## config.mk

```make
export PLATFORM = sky130hd
export DESIGN_NAME = cpu_debug_reader
export DESIGN_NICKNAME = d
export VERILOG_FILES = /design/src/rtl/cpu_debug_reader.sv
export SDC_FILE = /design/constraint.sdc
export NUM_CORES = 1
export LEC_CHECK = 0
export BUFFER_PORTS_ARGS = -buffer_cell sky130_fd_sc_hd__buf_2
export CORE_MARGIN = 5
export CORE_UTILIZATION = 40
export CTS_CLUSTER_DIAMETER = 30
export CTS_CLUSTER_SIZE = 30
export DETAILED_ROUTE_END_ITERATION = 8
export PLACE_DENSITY = 0.68
export SETUP_SLACK_MARGIN = 0.1
export SYNTH_ARGS = -nofsm -noshare
export SYNTH_HDL_FRONTEND = slang
export SYNTH_SLANG_ARGS = --single-unit
```

## constraint.sdc

```tcl
create_clock -name i_clk -period 4.15 [get_ports i_clk]
set_input_delay 0 -clock i_clk [delete_from_list [all_inputs] [get_ports i_clk]]
set_output_delay 0 -clock i_clk [all_outputs]
set_load 0.02 [all_outputs]
```

## src/rtl/cpu_debug_reader.sv

```systemverilog
// ---------------------------------------------------------------------------
// cpu_debug_reader
// Walks the multi-cycle CPU's display/debug ports after a start pulse and
// streams every value out as one tagged item on a valid/ready interface:
// registers 0..31, then MEM_WORDS data-memory words, then the CPU FSM state
// captured at the moment the scan was started.
//
// Parameters
//   MEM_BASE   byte address of memory word 0 (bits [1:0] ignored)
//   MEM_WORDS  memory words per scan, 1..256
// Ports
//   i_clk            clock, rising edge
//   i_reset          asynchronous active-high reset
//   i_start          scan request, only honoured while idle
//   o_rf_addr        regfile test-port index (combinational read)
//   i_rf_data        regfile test-port data
//   o_mem_addr       data-RAM display-port byte address (1-cycle read)
//   i_mem_data       data-RAM display-port data
//   i_display_state  CPU FSM state word
//   o_out_valid      item available
//   i_out_ready      consumer accepts the item
//   o_out_kind       0 = register, 1 = memory, 2 = state
//   o_out_index      register number / memory word index / 0
//   o_out_data       item value
//   o_busy           scan in progress (through the DONE cycle)
//   o_done           one-cycle pulse after the last item transfers
// ---------------------------------------------------------------------------
module cpu_debug_reader #(
  parameter logic [31:0] MEM_BASE  = 32'h0000_0000,
  parameter int          MEM_WORDS = 16
) (
  input  logic        i_clk,
  input  logic        i_reset,
  input  logic        i_start,
  output logic [4:0]  o_rf_addr,
  input  logic [31:0] i_rf_data,
  output logic [31:0] o_mem_addr,
  input  logic [31:0] i_mem_data,
  input  logic [31:0] i_display_state,
  output logic        o_out_valid,
  input  logic        i_out_ready,
  output logic [1:0]  o_out_kind,
  output logic [7:0]  o_out_index,
  output logic [31:0] o_out_data,
  output logic        o_busy,
  output logic        o_done
);

  localparam logic [31:0] BASE_ALIGNED = {MEM_BASE[31:2], 2'b00};
  localparam logic [7:0]  LAST_MEM_IDX = 8'(MEM_WORDS - 1);

  typedef enum logic [2:0] {
    S_IDLE, S_RF_ADDR, S_MEM_ADDR, S_MEM_WAIT, S_PRESENT, S_DONE
  } state_t;

  typedef enum logic [1:0] {
    PH_RF, PH_MEM, PH_STATE
  } phase_t;

  state_t      r_state, w_state_next;
  phase_t      r_phase, w_phase_next;
  logic [7:0]  r_idx, w_idx_next;
  logic [31:0] r_shadow, w_shadow_next;
  logic [1:0]  r_kind, w_kind_next;
  logic [7:0]  r_index, w_index_next;
  logic [31:0] r_data, w_data_next;
  logic        w_xfer;

  // Both debug addresses follow idx directly. idx is stable through
  // MEM_ADDR/MEM_WAIT/PRESENT, so mem_addr is held while the synchronous RAM
  // port answers, and reset (idx=0) gives rf_addr=0 and mem_addr=base.
  // The 32-bit add wraps naturally past 32'hFFFF_FFFC.
  assign o_rf_addr   = r_idx[4:0];
  assign o_mem_addr  = BASE_ALIGNED + {22'd0, r_idx, 2'b00};

  assign o_out_valid = (r_state == S_PRESENT);
  assign o_out_kind  = r_kind;
  assign o_out_index = r_index;
  assign o_out_data  = r_data;
  assign o_busy      = (r_state != S_IDLE);
  assign o_done      = (r_state == S_DONE);

  assign w_xfer      = o_out_valid & i_out_ready;

  always_ff @(posedge i_clk or posedge i_reset) begin
    if (i_reset) begin
      r_state  <= S_IDLE;
      r_phase  <= PH_RF;
      r_idx    <= 8'd0;
      r_shadow <= 32'd0;
      r_kind   <= 2'd0;
      r_index  <= 8'd0;
      r_data   <= 32'd0;
    end else begin
      r_state  <= w_state_next;
      r_phase  <= w_phase_next;
      r_idx    <= w_idx_next;
      r_shadow <= w_shadow_next;
      r_kind   <= w_kind_next;
      r_index  <= w_index_next;
      r_data   <= w_data_next;
    end
  end

  always_comb begin
    w_state_next  = r_state;
    w_phase_next  = r_phase;
    w_idx_next    = r_idx;
    w_shadow_next = r_shadow;
    w_kind_next   = r_kind;
    w_index_next  = r_index;
    w_data_next   = r_data;

    case (r_state)
      S_IDLE: begin
        if (i_start) begin
          // The state item reports the CPU state at scan start, not at the end.
          w_shadow_next = i_display_state;
          w_idx_next    = 8'd0;
          w_phase_next  = PH_RF;
          w_state_next  = S_RF_ADDR;
        end
      end

      S_RF_ADDR: begin
        w_data_next  = i_rf_data;
        w_kind_next  = 2'd0;
        w_index_next = r_idx;
        w_state_next = S_PRESENT;
      end

      S_MEM_ADDR: begin
        w_state_next = S_MEM_WAIT;
      end

      S_MEM_WAIT: begin
        w_data_next  = i_mem_data;
        w_kind_next  = 2'd1;
        w_index_next = r_idx;
        w_state_next = S_PRESENT;
      end

      S_PRESENT: begin
        if (w_xfer) begin
          case (r_phase)
            PH_RF: begin
              if (r_idx == 8'd31) begin
                w_idx_next   = 8'd0;
                w_phase_next = PH_MEM;
                w_state_next = S_MEM_ADDR;
              end else begin
                w_idx_next   = r_idx + 8'd1;
                w_state_next = S_RF_ADDR;
              end
            end
            PH_MEM: begin
              if (r_idx == LAST_MEM_IDX) begin
                // State item needs no port access: load it and stay presenting.
                w_kind_next  = 2'd2;
                w_index_next = 8'd0;
                w_data_next  = r_shadow;
                w_phase_next = PH_STATE;
              end else begin
                w_idx_next   = r_idx + 8'd1;
                w_state_next = S_MEM_ADDR;
              end
            end
            default: begin
              w_state_next = S_DONE;
            end
          endcase
        end
      end

      S_DONE: begin
        w_state_next = S_IDLE;
      end

      default: begin
        w_state_next = S_IDLE;
      end
    endcase
  end

endmodule

```

==> impl_metrics.env <==
export IMPL_outcome="finished, violations left"
export IMPL_violations="hold timing"
export IMPL_die_area_um2=13400
export IMPL_fin_nets=701
export IMPL_clock_skew_ps=9.41
export IMPL_grtUsageTotal_pct=18.9
export IMPL_maxSlewViolCount=0
export IMPL_antenna_cells=0
export IMPL_crit_fanout=17
export IMPL_clock_latency_ps=330
export IMPL_drt_initial_drc_count=133
export IMPL_worstSetupPathType="reg -> reg"
export IMPL_synth_flop_cell="dfrtp_1"
export IMPL_drive_above_1_share_pct=37.2
export IMPL_synth_warnings=0
export IMPL_synthAdderAreaFrac_pct=0.279
export IMPL_clkTransAtPathRegs_ps=60
export IMPL_worst_slew_pin_slew_ps=1110
export IMPL_setup_viol=0
export IMPL_ys_seq_area_share_pct=48.5
export IMPL_cts_tree="done"
export IMPL_wire_per_inst_um=16.8
export IMPL_rsz0062_at_grt="false"
export IMPL_rows=38
export IMPL_synth_compound_area_share_pct=17.3
export IMPL_drt_first_pass_iters=4
export IMPL_yosys_area_share_xor_xnor_pct=0
export IMPL_grt_remaining_overflow=0
export IMPL_syn_area_per_cell_um2=11.4
export IMPL_area_delta_synth_final_pct=35.7
export IMPL_fin_crit_ps=2640
export IMPL_port_buffers=157
export IMPL_worstHoldPathType="in -> reg"
export IMPL_grt_pass1_vias=3924
export IMPL_synthArstFlopShare_pct=100
export IMPL_core_area_um2=10900
export IMPL_cts_root_buffer="clkbuf_16"
export IMPL_post_synth_num_cell_types=53
export IMPL_synth_most_common_cell="dfrtp_1"
export IMPL_drc=0
export IMPL_hold_viol=1
export IMPL_power_leakage_nw=3.01
export IMPL_avgViaCountPerCell=5.03
export IMPL_numCtsBuffers=9
export IMPL_grt_most_used_layer="met2"
export IMPL_cts_buffer_depth=2
export IMPL_use_met2_pct=31.4
export IMPL_required_ps=4390
export IMPL_critPathArrivalTime_ps=2880
export IMPL_ioPinCount=182
export IMPL_synthSimpleGateAreaFrac_pct=5.66
export IMPL_hold_slack_ps=-1.72
export IMPL_synth_edf_count=0
export IMPL_synthMuxAreaShare_pct=15.9
export IMPL_endpoint_kind="flip-flop"
export IMPL_die_y_um=116
export IMPL_drt_wl_total_mm=12.5
export IMPL_synth_top_family_by_area="compound AO/OA/AOI/OAI gates"
export IMPL_fin_setup_tns_ps=0
export IMPL_fin_crit_sh_pct=63.6
export IMPL_start_util_pct=41.0
export IMPL_synthTopCellsByCount="dfrtp_1 (87), a22o_1 (40), inv_1 (38), buf_4 (34), mux2_2 (34)"
export IMPL_met1_usage_pct=22.9
export IMPL_ant_nets=0
export IMPL_final_core_util_pct=55.7
export IMPL_syn_instance_count=395
export IMPL_ys_seq_elements=87
export IMPL_synth_top_cell_area_share_pct=48.5
export IMPL_relSlewSlack_pct=25.7
export IMPL_start_kind="flip-flop"
export IMPL_via_count=3751
export IMPL_fmax_ghz=0.379
export IMPL_clock_sinks=87
export IMPL_die_x_um=116
export IMPL_place_gp_congestion=0.834
export IMPL_yosysTopAreaCell="dfrtp_1"
export IMPL_grt_pass1_wl_mm=19.8
export IMPL_vdd_drop_max_uv=359
export IMPL_cts_resized=0
export IMPL_antenna_found_initial=0
export IMPL_grt_max_degree=46
export IMPL_use_met3_pct=5.90
export IMPL_dp_hpwl_mm=8.50
export IMPL_power_density_nw_per_um2=689
export IMPL_drv_cap=0
export IMPL_netlist_area_um2=4490
export IMPL_synthTopCellsByArea="dfrtp_1 (49%), mux2_2 (8.5%), a22o_1 (7.8%)"
export IMPL_cts_htree_levels=3
-- critical path, cell delays in order, from the launching register on --
cell and delay [ps]:
dfrtp_1 480, nor2b_1 800, a2bb2oi_4 570, buf_4 420, mux2i_1 250
-- registers in the layout, summed over array words and instances (netlist names) --
register	flops
o_out_data	32
r_shadow	32
r_idx	8
r_state	3
o_out_index	8
r_phase	2
o_out_kind	2
-- logic make-up (layout without fill, tap and decap cells) --
group	Yosys count	after routing
AOI/OAI and AO/OA	105	105
other	1	24
and+or+nand+nor	42	42
buffers and inverters	92	279
adders and majority gates	1	1
muxes	67	67
DFF	87	87
-- layout make-up --
| class | count | area (um2) |
|---|---|---|
| flip-flops and latches | 87 | 2180 |
| fillers | 923 | 4850 |
| well taps | 140 | 175 |
| clock inverters | 6 | 61.3 |
| multi-input cells | 239 | 1850 |
| inverters | 39 | 148 |
| clock buffers | 10 | 229 |
| repair buffers | 224 | 1450 |
-- final timing paths --
kind                       slack [ps]                 startpoint  cells past startpoint                          to
min in group asynchronous         330                    i_reset                      3     r_shadow[8]$_DFFE_PP0P_
min                                -2              i_rf_data[16]                      3  o_out_data[16]$_DFFE_PP0P_
max reg2reg                      1510     r_state[0]$_DFFE_PP0P_                      4  o_out_data[29]$_DFFE_PP0P_
max in group asynchronous        2760                    i_reset                      4     r_shadow[9]$_DFFE_PP0P_
max                              1510     r_state[0]$_DFFE_PP0P_                      4  o_out_data[29]$_DFFE_PP0P_
min reg2reg                       490  o_out_kind[0]$_DFFE_PP0P_                      1   o_out_kind[0]$_DFFE_PP0P_
-- report_power, final --
part,switching [mW],internal (mW),total [mW]
Combinational,1.09,0.830,1.92
Sequential,0.250,1.23,1.48
Clock,0.328,0.465,0.793
Total,1.66,2.53,4.19
-- stage by stage --
| step | instance area, um2 | hold slack [ps] | instances | total power, mW | worst slack (ps) |
|---|---|---|---|---|---|
| floorplan | 4570 | 148 | 418 | 2.92 | 1900 |
| global placement | 5160 | 131 | 666 | 3.30 | 1610 |
| detailed placement | 5160 | 148 | 666 | 3.37 | 1470 |
| CTS | 6090 | 1.82 | 745 | 4.22 | 1450 |
| global route | 6090 | 7.58 | 745 | 4.47 | 1260 |
| finish | 6090 | -1.72 | 745 | 4.19 | 1510 |
-- placed cells by master, fill, tap and decap left out, types with 3 or more instances in the layout --
cell / netlist / layout
mux2i_1: 33 / 33
or3_1: 3 / 3
clkbuf_16: 0 / 9
clkinv_2: 0 / 4
o211ai_1: 5 / 5
inv_1: 38 / 37
o21ai_0: 8 / 8
a21oi_1: 32 / 32
nand2_1: 8 / 8
buf_2: 3 / 157
nand3_1: 5 / 5
conb_1: 1 / 24
a22o_1: 40 / 40
mux2_2: 34 / 34
buf_4: 34 / 4
dlygate4sd3_1: 0 / 63
nor2_1: 7 / 6
dfrtp_1: 87 / 87
-- per-layer routing --
metal / vias up / routed length (um)
li1: 1758 / -
met1: 1794 / 5020
met2: 175 / 6180
met3: 24 / 1040
met4: 0 / 278
met5: - / 0
-- repair_timing --
item,CTS,global route
hold buffers,63,0
hold endpoints to repair,104,0
buffers inserted,0,0
Note: power is estimated with default switching activity, not from simulation.
